**config.mk**
```make
export PLATFORM = sky130hd
export DESIGN_NAME = xconv_sample_fifo
export DESIGN_NICKNAME = d
export VERILOG_FILES = /design/src/rtl/xconv_sample_fifo.sv
export SDC_FILE = /design/constraint.sdc
export NUM_CORES = 1
export LEC_CHECK = 0
export BUFFER_PORTS_ARGS = -buffer_cell sky130_fd_sc_hd__buf_4
export CAP_MARGIN = 20
export CORE_MARGIN = 1
export CORE_UTILIZATION = 40
export CTS_BUF_LIST = sky130_fd_sc_hd__clkbuf_8
export CTS_CLUSTER_SIZE = 8
export DETAILED_ROUTE_END_ITERATION = 6
export PLACE_DENSITY = 0.66
export SLEW_MARGIN = 15
export SYNTH_ARGS = -nofsm -noshare
export SYNTH_HDL_FRONTEND = slang
export SYNTH_SLANG_ARGS = --single-unit
```
**constraint.sdc**
```tcl
create_clock -name clk -period 4.5 [get_ports clk]
set_clock_uncertainty 0.05 [all_clocks]
set_input_delay 0.9 -clock clk [delete_from_list [all_inputs] [get_ports clk]]
set_output_delay 0.9 -clock clk [all_outputs]
set_load 0.01 [all_outputs]
```
**src/rtl/xconv_sample_fifo.sv**
```systemverilog
// Small valid/ready FIFO that folds a 4-state 16-bit stream into 2-state signed
// words, keeping a per-word X/Z mask and saturating accept/X statistics.
module xconv_sample_fifo #(
    parameter int DEPTH = 4,
    parameter int CNT_W = 16
) (
    input  logic                    clk,
    input  logic                    rst,
    input  logic                    in_valid,
    output logic                    in_ready,
    input  logic [15:0]             in_data,
    output logic                    out_valid,
    input  logic                    out_ready,
    output shortint                 out_data,
    output logic [15:0]             out_xmask,
    output logic                    out_had_x,
    input  logic                    clr_stats,
    output logic [CNT_W-1:0]        cnt_total,
    output logic [CNT_W-1:0]        cnt_x,
    output logic [$clog2(DEPTH):0]  level
);
    localparam int AW = $clog2(DEPTH);
    localparam logic [AW:0] FULL = (AW+1)'(DEPTH);
    localparam logic [CNT_W-1:0] CMAX = '1;

    logic [15:0]      mem_data_q [DEPTH];
    logic [15:0]      mem_xm_q   [DEPTH];
    logic [AW-1:0]    wr_ptr_q, wr_ptr_d, rd_ptr_q, rd_ptr_d;
    logic [AW:0]      level_q, level_d;
    logic [CNT_W-1:0] tot_q, tot_d, xc_q, xc_d;
    logic [15:0]      conv_data, conv_xm;
    logic             push, pop;

    // Only a definite 1 survives; 0, X and Z all collapse to 0, and X/Z are flagged.
    always_comb begin
        conv_data = '0;
        conv_xm   = '0;
        for (int i = 0; i < 16; i++) begin
            conv_data[i] = (in_data[i] === 1'b1);
            conv_xm[i]   = (in_data[i] !== 1'b0) && (in_data[i] !== 1'b1);
        end
    end

    assign in_ready  = !rst && (level_q != FULL);
    assign out_valid = (level_q != '0);
    assign push      = in_valid && in_ready;
    assign pop       = out_valid && out_ready;

    always_comb begin
        wr_ptr_d = wr_ptr_q;
        rd_ptr_d = rd_ptr_q;
        level_d  = level_q;
        tot_d    = clr_stats ? '0 : tot_q;
        xc_d     = clr_stats ? '0 : xc_q;
        if (push) wr_ptr_d = wr_ptr_q + 1'b1;
        if (pop)  rd_ptr_d = rd_ptr_q + 1'b1;
        case ({push, pop})
            2'b10:   level_d = level_q + 1'b1;
            2'b01:   level_d = level_q - 1'b1;
            default: level_d = level_q;
        endcase
        // Clear is applied first so a same-cycle push is still counted.
        if (push && tot_d != CMAX)               tot_d = tot_d + 1'b1;
        if (push && (|conv_xm) && xc_d != CMAX)  xc_d  = xc_d + 1'b1;
    end

    always_ff @(posedge clk) begin
        if (rst) begin
            wr_ptr_q <= '0;
            rd_ptr_q <= '0;
            level_q  <= '0;
            tot_q    <= '0;
            xc_q     <= '0;
        end else begin
            wr_ptr_q <= wr_ptr_d;
            rd_ptr_q <= rd_ptr_d;
            level_q  <= level_d;
            tot_q    <= tot_d;
            xc_q     <= xc_d;
        end
    end

    always_ff @(posedge clk) begin
        if (push) begin
            mem_data_q[wr_ptr_q] <= conv_data;
            mem_xm_q[wr_ptr_q]   <= conv_xm;
        end
    end

    assign out_data  = out_valid ? shortint'(mem_data_q[rd_ptr_q]) : shortint'(0);
    assign out_xmask = out_valid ? mem_xm_q[rd_ptr_q] : '0;
    assign out_had_x = |out_xmask;
    assign cnt_total = tot_q;
    assign cnt_x     = xc_q;
    assign level     = level_q;
endmodule

```
## Yosys cells after proc, flatten, opt, wreduce, memory -nomap -nowiden

Memory sizes are Yosys's and may differ from the RTL's. A register that Yosys moved wholly into a read port is not among the register bits.
Cells that the tools add are included.

| word-level totals | value |
|---|---|
| register bits after elaboration | 39 |
| memories kept | 2 |
| RAM bits | 128 |
| output and inout port bits | 70 |
| input port bits | 21 |
| memory bits (read-only) | 0 |
| latch bits | 0 |

| operators by class | value |
|---|---|
| bitwise logic cells | 0 |
| eq/ne operators | 53 |
| reductions and logical operators | 27 |
| mux-type cells | 13 |
| divide/modulo/power cells | 0 |
| multiply operators | 0 |
| add/subtract/negate cells | 6 |
| shift-type cells | 0 |
| magnitude comparators | 0 |

Memories:

| memory | words | bits a word | rd ports | clocked after Yosys merged registers in | write ports | RTL line | RTL |
|---|---|---|---|---|---|---|---|
| mem_data_q | 4 | 16 | 1 | 1 | 1 | 26 | `logic [15:0] mem_data_q [DEPTH];` |
| mem_xm_q | 4 | 16 | 1 | 1 | 1 | 27 | `logic [15:0] mem_xm_q [DEPTH];` |

Operators by type and width:

| kind | number |
|---|---|
| $mux 16 | 6 |
| $add 16x1->16 const B | 2 |
| $ne 16x16->1 const B | 2 |
| $nex 1x1->1 const B | 32 |
| $reduce_or 16->1 | 2 |
| $logic_and 1x1->1 | 22 |
| $eqx 1x1->1 const B | 16 |
| $mux 2 | 4 |
| $pmux 3 s2 | 1 |
| $add 2x1->2 const B | 2 |
| $add 3x1->3 const B | 1 |
| $ne 3x3->1 const B | 1 |
| $reduce_bool 3->1 | 1 |
| $sub 3x1->3 const B | 1 |
| $eq 2x1->1 const B | 1 |
| $eq 2x2->1 const B | 1 |
| $mux 1 | 2 |
| $reduce_bool 2->1 | 1 |
| $logic_not 1->1 | 1 |

## Depth between registers and ports, before layout

| depth | value |
|---|---|
| depth in word-level cells | 6 |
| mapped depth | 10 |
| depth with buffers taken out | 8 |

## Least setup slack after synthesis

OpenSTA, ideal clock, no wires.

| timing path | value |
|---|---|
| path type | input port to flip-flop |
| start point | input port rst |
| end point | register level_q[2] (netlist: level[2]) |
| data arrival time | 2617 ps |
| setup slack | 1762 ps |
| cell stages on the path | 10 |
| buffers on the path | 2 |
| library setup time | 70 ps |
| cell sequence | buf_2 -> nor2b_2 -> nand2_1 -> buf_2 -> ha_1 -> inv_1 -> fa_1 -> xor2_1 -> or3_1 -> a21oi_1 |

| between the ends | value |
|---|---|
| word-level cells in the longest chain between the ends | 5 |
| elaborated cells on any way between the ends | 7 |
| those cells by class | eq/ne (2); mux (1); reduce/logical (4) |

RTL lines:

| what | RTL line | RTL |
|---|---|---|
| from (decl) | 8 | `input logic rst,` |
| $logic_not 1->1 | 44 | `assign in_ready = !rst && (level_q != FULL);` |
| $logic_and 1x1->1 | 44 |  |
| $logic_and 1x1->1 | 46 | `assign push = in_valid && in_ready;` |
| $eq 2x1->1 or $eq 2x2->1 (tied branches) | 57 | `case ({push, pop})` |
| $pmux 3 s2 or $reduce_bool 2->1 (tied branches) | n/a |  |
| to (signal assigned) | 77 | `level_q <= level_d;` |
| to (decl) | 29 | `logic [AW:0] level_q, level_d;` |

Several ways; a longest one is shown, not always the timed one.
A chain may end at the register's enable or synchronous reset.

==> results.py <==
metrics = {
    "routing": {
        "top_layer": "met4",
        "first_iter_violations": 87,
        "first_pass_iters": 4,
        "ant_nets": 0,
        "wl_per_cell_um": 14.3,
        "dr_wl_met2_um": 3340,
        "dr_wl_met3_um": 415,
        "routed_wl_um": 6890,
        "wl_met1_um": 3040,
        "vias": 2284,
        "drc": 0,
        "via_per_inst": 4.74,
    },
    "clocking": {
        "cts_made_buffers": 9,
        "post_cts_resized": 0,
        "clkLatencyLatePin_ns": 0.35,
        "clock-root-buffer": "clkbuf_8",
        "post-cts-setup-buffers": 0,
        "cts_tree": "yes",
        "clock_path_buffers": 2,
        "htree_levels": 3,
        "cts_sinks": 89,
        "cts.clk_slew.worst_paths_ns": 0.09,
        "hold_buffers": 0,
    },
    "placed_design": {
        "placedCellCount": 466,
        "io_buffers": 57,
        "place_congestion": 0.797,
        "dp_worst_setup_slack_ns": 1.42,
        "detailed_place_hpwl_um": 4530,
    },
    "timing": {
        "timing.final.max_slew_violations": 0,
        "hold_ws_ns": 0.469,
        "hold_viol": 0,
        "timing.final.crit_share": 0.641,
        "setup_violations": 0,
        "worstMarginPinSlew_ns": 0.874,
        "rsz0062_at_grt": "false",
        "slew_headroom": 0.417,
        "worst_slack_ns": 1.61,
        "tns_ns": 0,
        "max_freq_mhz": 346,
        "period_minus_slack_ns": 2.89,
    },
    "worst_setup_path": {
        "critPathArrivalTime_ns": 1.94,
        "worstSetupStartpointType": "flop",
        "worstPathMaxFanout": 16,
        "cp-end-kind": "output port",
        "crit_type": "flop to output port",
        "cp.required_ns": 3.55,
    },
    "synthesis": {
        "synthCells": 288,
        "seq_area_frac_synth": 0.603,
        "ys_async_sr_fraction": 0,
        "synth_top_cells_by_count": "edfxtp_1, buf_4, dfxtp_1",
        "synth_edf_count": 64,
        "synth_top_cell_area_share": 0.479,
        "yosys_most_used_dff": "edfxtp_1",
        "syn_avg_cell_area_um2": 13.9,
        "syn_area_mm2": 0.00402,
        "yosysTopAreaCell": "edfxtp_1",
        "ys_seq_elements": 89,
        "synth.most_common_cell": "edfxtp_1",
        "yosys-top-cells-area": "edfxtp_1, dfxtp_1, mux4_2",
        "synth_cell_types": 44,
        "yosysWarningCount": 0,
    },
    "run": {
        "maxCapViolations": 0,
    },
    "cells_and_area": {
        "synthToLayoutAreaGrowth_pct": 15.6,
        "final_net_count": 372,
        "num_antenna_cells": 0,
        "instances_no_fill": 482,
        "drive_gt1_frac": 0.275,
    },
    "grt": {
        "gr-total-overflow": 0,
        "grt_start_max_net_pins": 29,
        "grt_first_pass_wirelength_um": 11000,
        "grt_antenna_before_repair": 0,
        "grt_pass1_vias": 2163,
        "grt_util_all_layers": 0.143,
    },
    "pwr": {
        "intPower_uw": 1490,
        "swShare": 0.288,
        "comb_power_share": 0.280,
        "p_switching_uw": 604,
        "clkPwrFrac": 0.261,
        "power_density_mw_per_mm2": 451,
        "power_frac_seq": 0.459,
        "leakagePower_uw": 0.00175,
        "total_power_uw": 2090,
        "ir_drop_mv": 0.207,
    },
    "die": {
        "die_w_um": 102,
        "rows": 36,
        "start_util": 0.413,
        "core-area_mm2": 0.00973,
        "pin_count": 91,
        "die-area_mm2": 0.0104,
        "die_h_um": 102,
    },
    "min_path": {
        "hold_path_class": "flop to flop",
    },
    "run_status": {
        "status": "finished clean",
    },
}
-- layout make-up --
class | instances | area [um^2]
Tap cell | 133 | 166
Inverter | 6 | 22.5
Clock buffer | 9 | 124
Fill cell | 887 | 5090
Clock inverter | 7 | 77.6
Multi-Input combinational cell | 180 | 1390
Sequential cell | 89 | 2420
Timing Repair Buffer | 58 | 435
-- per-layer routing --
metal  vias to the layer above  global-route usage
met5                         -                   0
met1                      1112               0.178
met2                        62               0.233
met4                         0              0.0462
li1                       1102                   -
met3                         8              0.0506
-- worst max-delay path, cell delays in order, from the launching register on --
cell,delay [ns]
dfxtp_1,0.85
mux4_2,0.41
and2_1,0.18
buf_4,0.14
-- stage by stage --
stage          cell area (um^2)  utilization
2_1_floorplan              4140            -
3_3_place_gp               4440        0.456
3_5_place_dp               4440        0.456
4_1_cts                    4640        0.477
5_1_grt                    4640        0.477
6_report                   4640        0.477
-- kinds of logic (layout without fill, tap and decap cells) --
logic type,count (synthesis),in the layout,share of synthesized area
buffers and inverters,51,80,0.0798
other,1,33,0.000934
and+or+nand+nor,90,90,0.129
adders and majority gates,7,7,0.0237
DFF,89,89,0.603
muxes,21,21,0.103
AOI/OAI and AO/OA,17,17,0.0340
xor gates and xnor gates,12,12,0.0262
-- power groups by stage --
stage / Combinational [uW] / Clock [uW] / Sequential, uW
final: 587 / 546 / 960
after global routing: 650 / 597 / 966
after CTS: 600 / 562 / 960
after detailed placement: 598 / 0 / 978
after global placement: 592 / 0 / 977
after floorplan: 396 / 0 / 970
-- registers in the layout (all words and copies together) (netlist names), named ones only --
name,count
mem_data_q,64
rd_ptr_q,2
wr_ptr_q,2
cnt_total,16
level,3
-- worst paths after layout --
kind                                               start                  endpoint  slack [ns]  depth (start not counted)
worst min register to register  cnt_total[11]$_SDFF_PP0_  cnt_total[11]$_SDFF_PP0_        0.47                          2
worst min-delay path            cnt_total[11]$_SDFF_PP0_  cnt_total[11]$_SDFF_PP0_        0.47                          2
worst max register to register     level[0]$_SDFFE_PP0P_     level[2]$_SDFFE_PP0P_        1.88                          8
worst max-delay path                                flop               out_data[9]        1.61                          3
-- cells in the final DEF, fill, tap and decap left out, types with 5 or more instances in the layout --
cell type,instances
nand3_1,6
and3_1,6
conb_1,33
nor2_1,15
ha_1,6
clkbuf_8,9
nand2_1,11
edfxtp_1,64
buf_4,58
nand4_1,5
dfxtp_1,25
mux4_2,16
xnor2_1,9
nor3_1,8
a21oi_1,7
inv_1,7
and2_1,18
No activity file was read; power rests on OpenSTA's default activity.
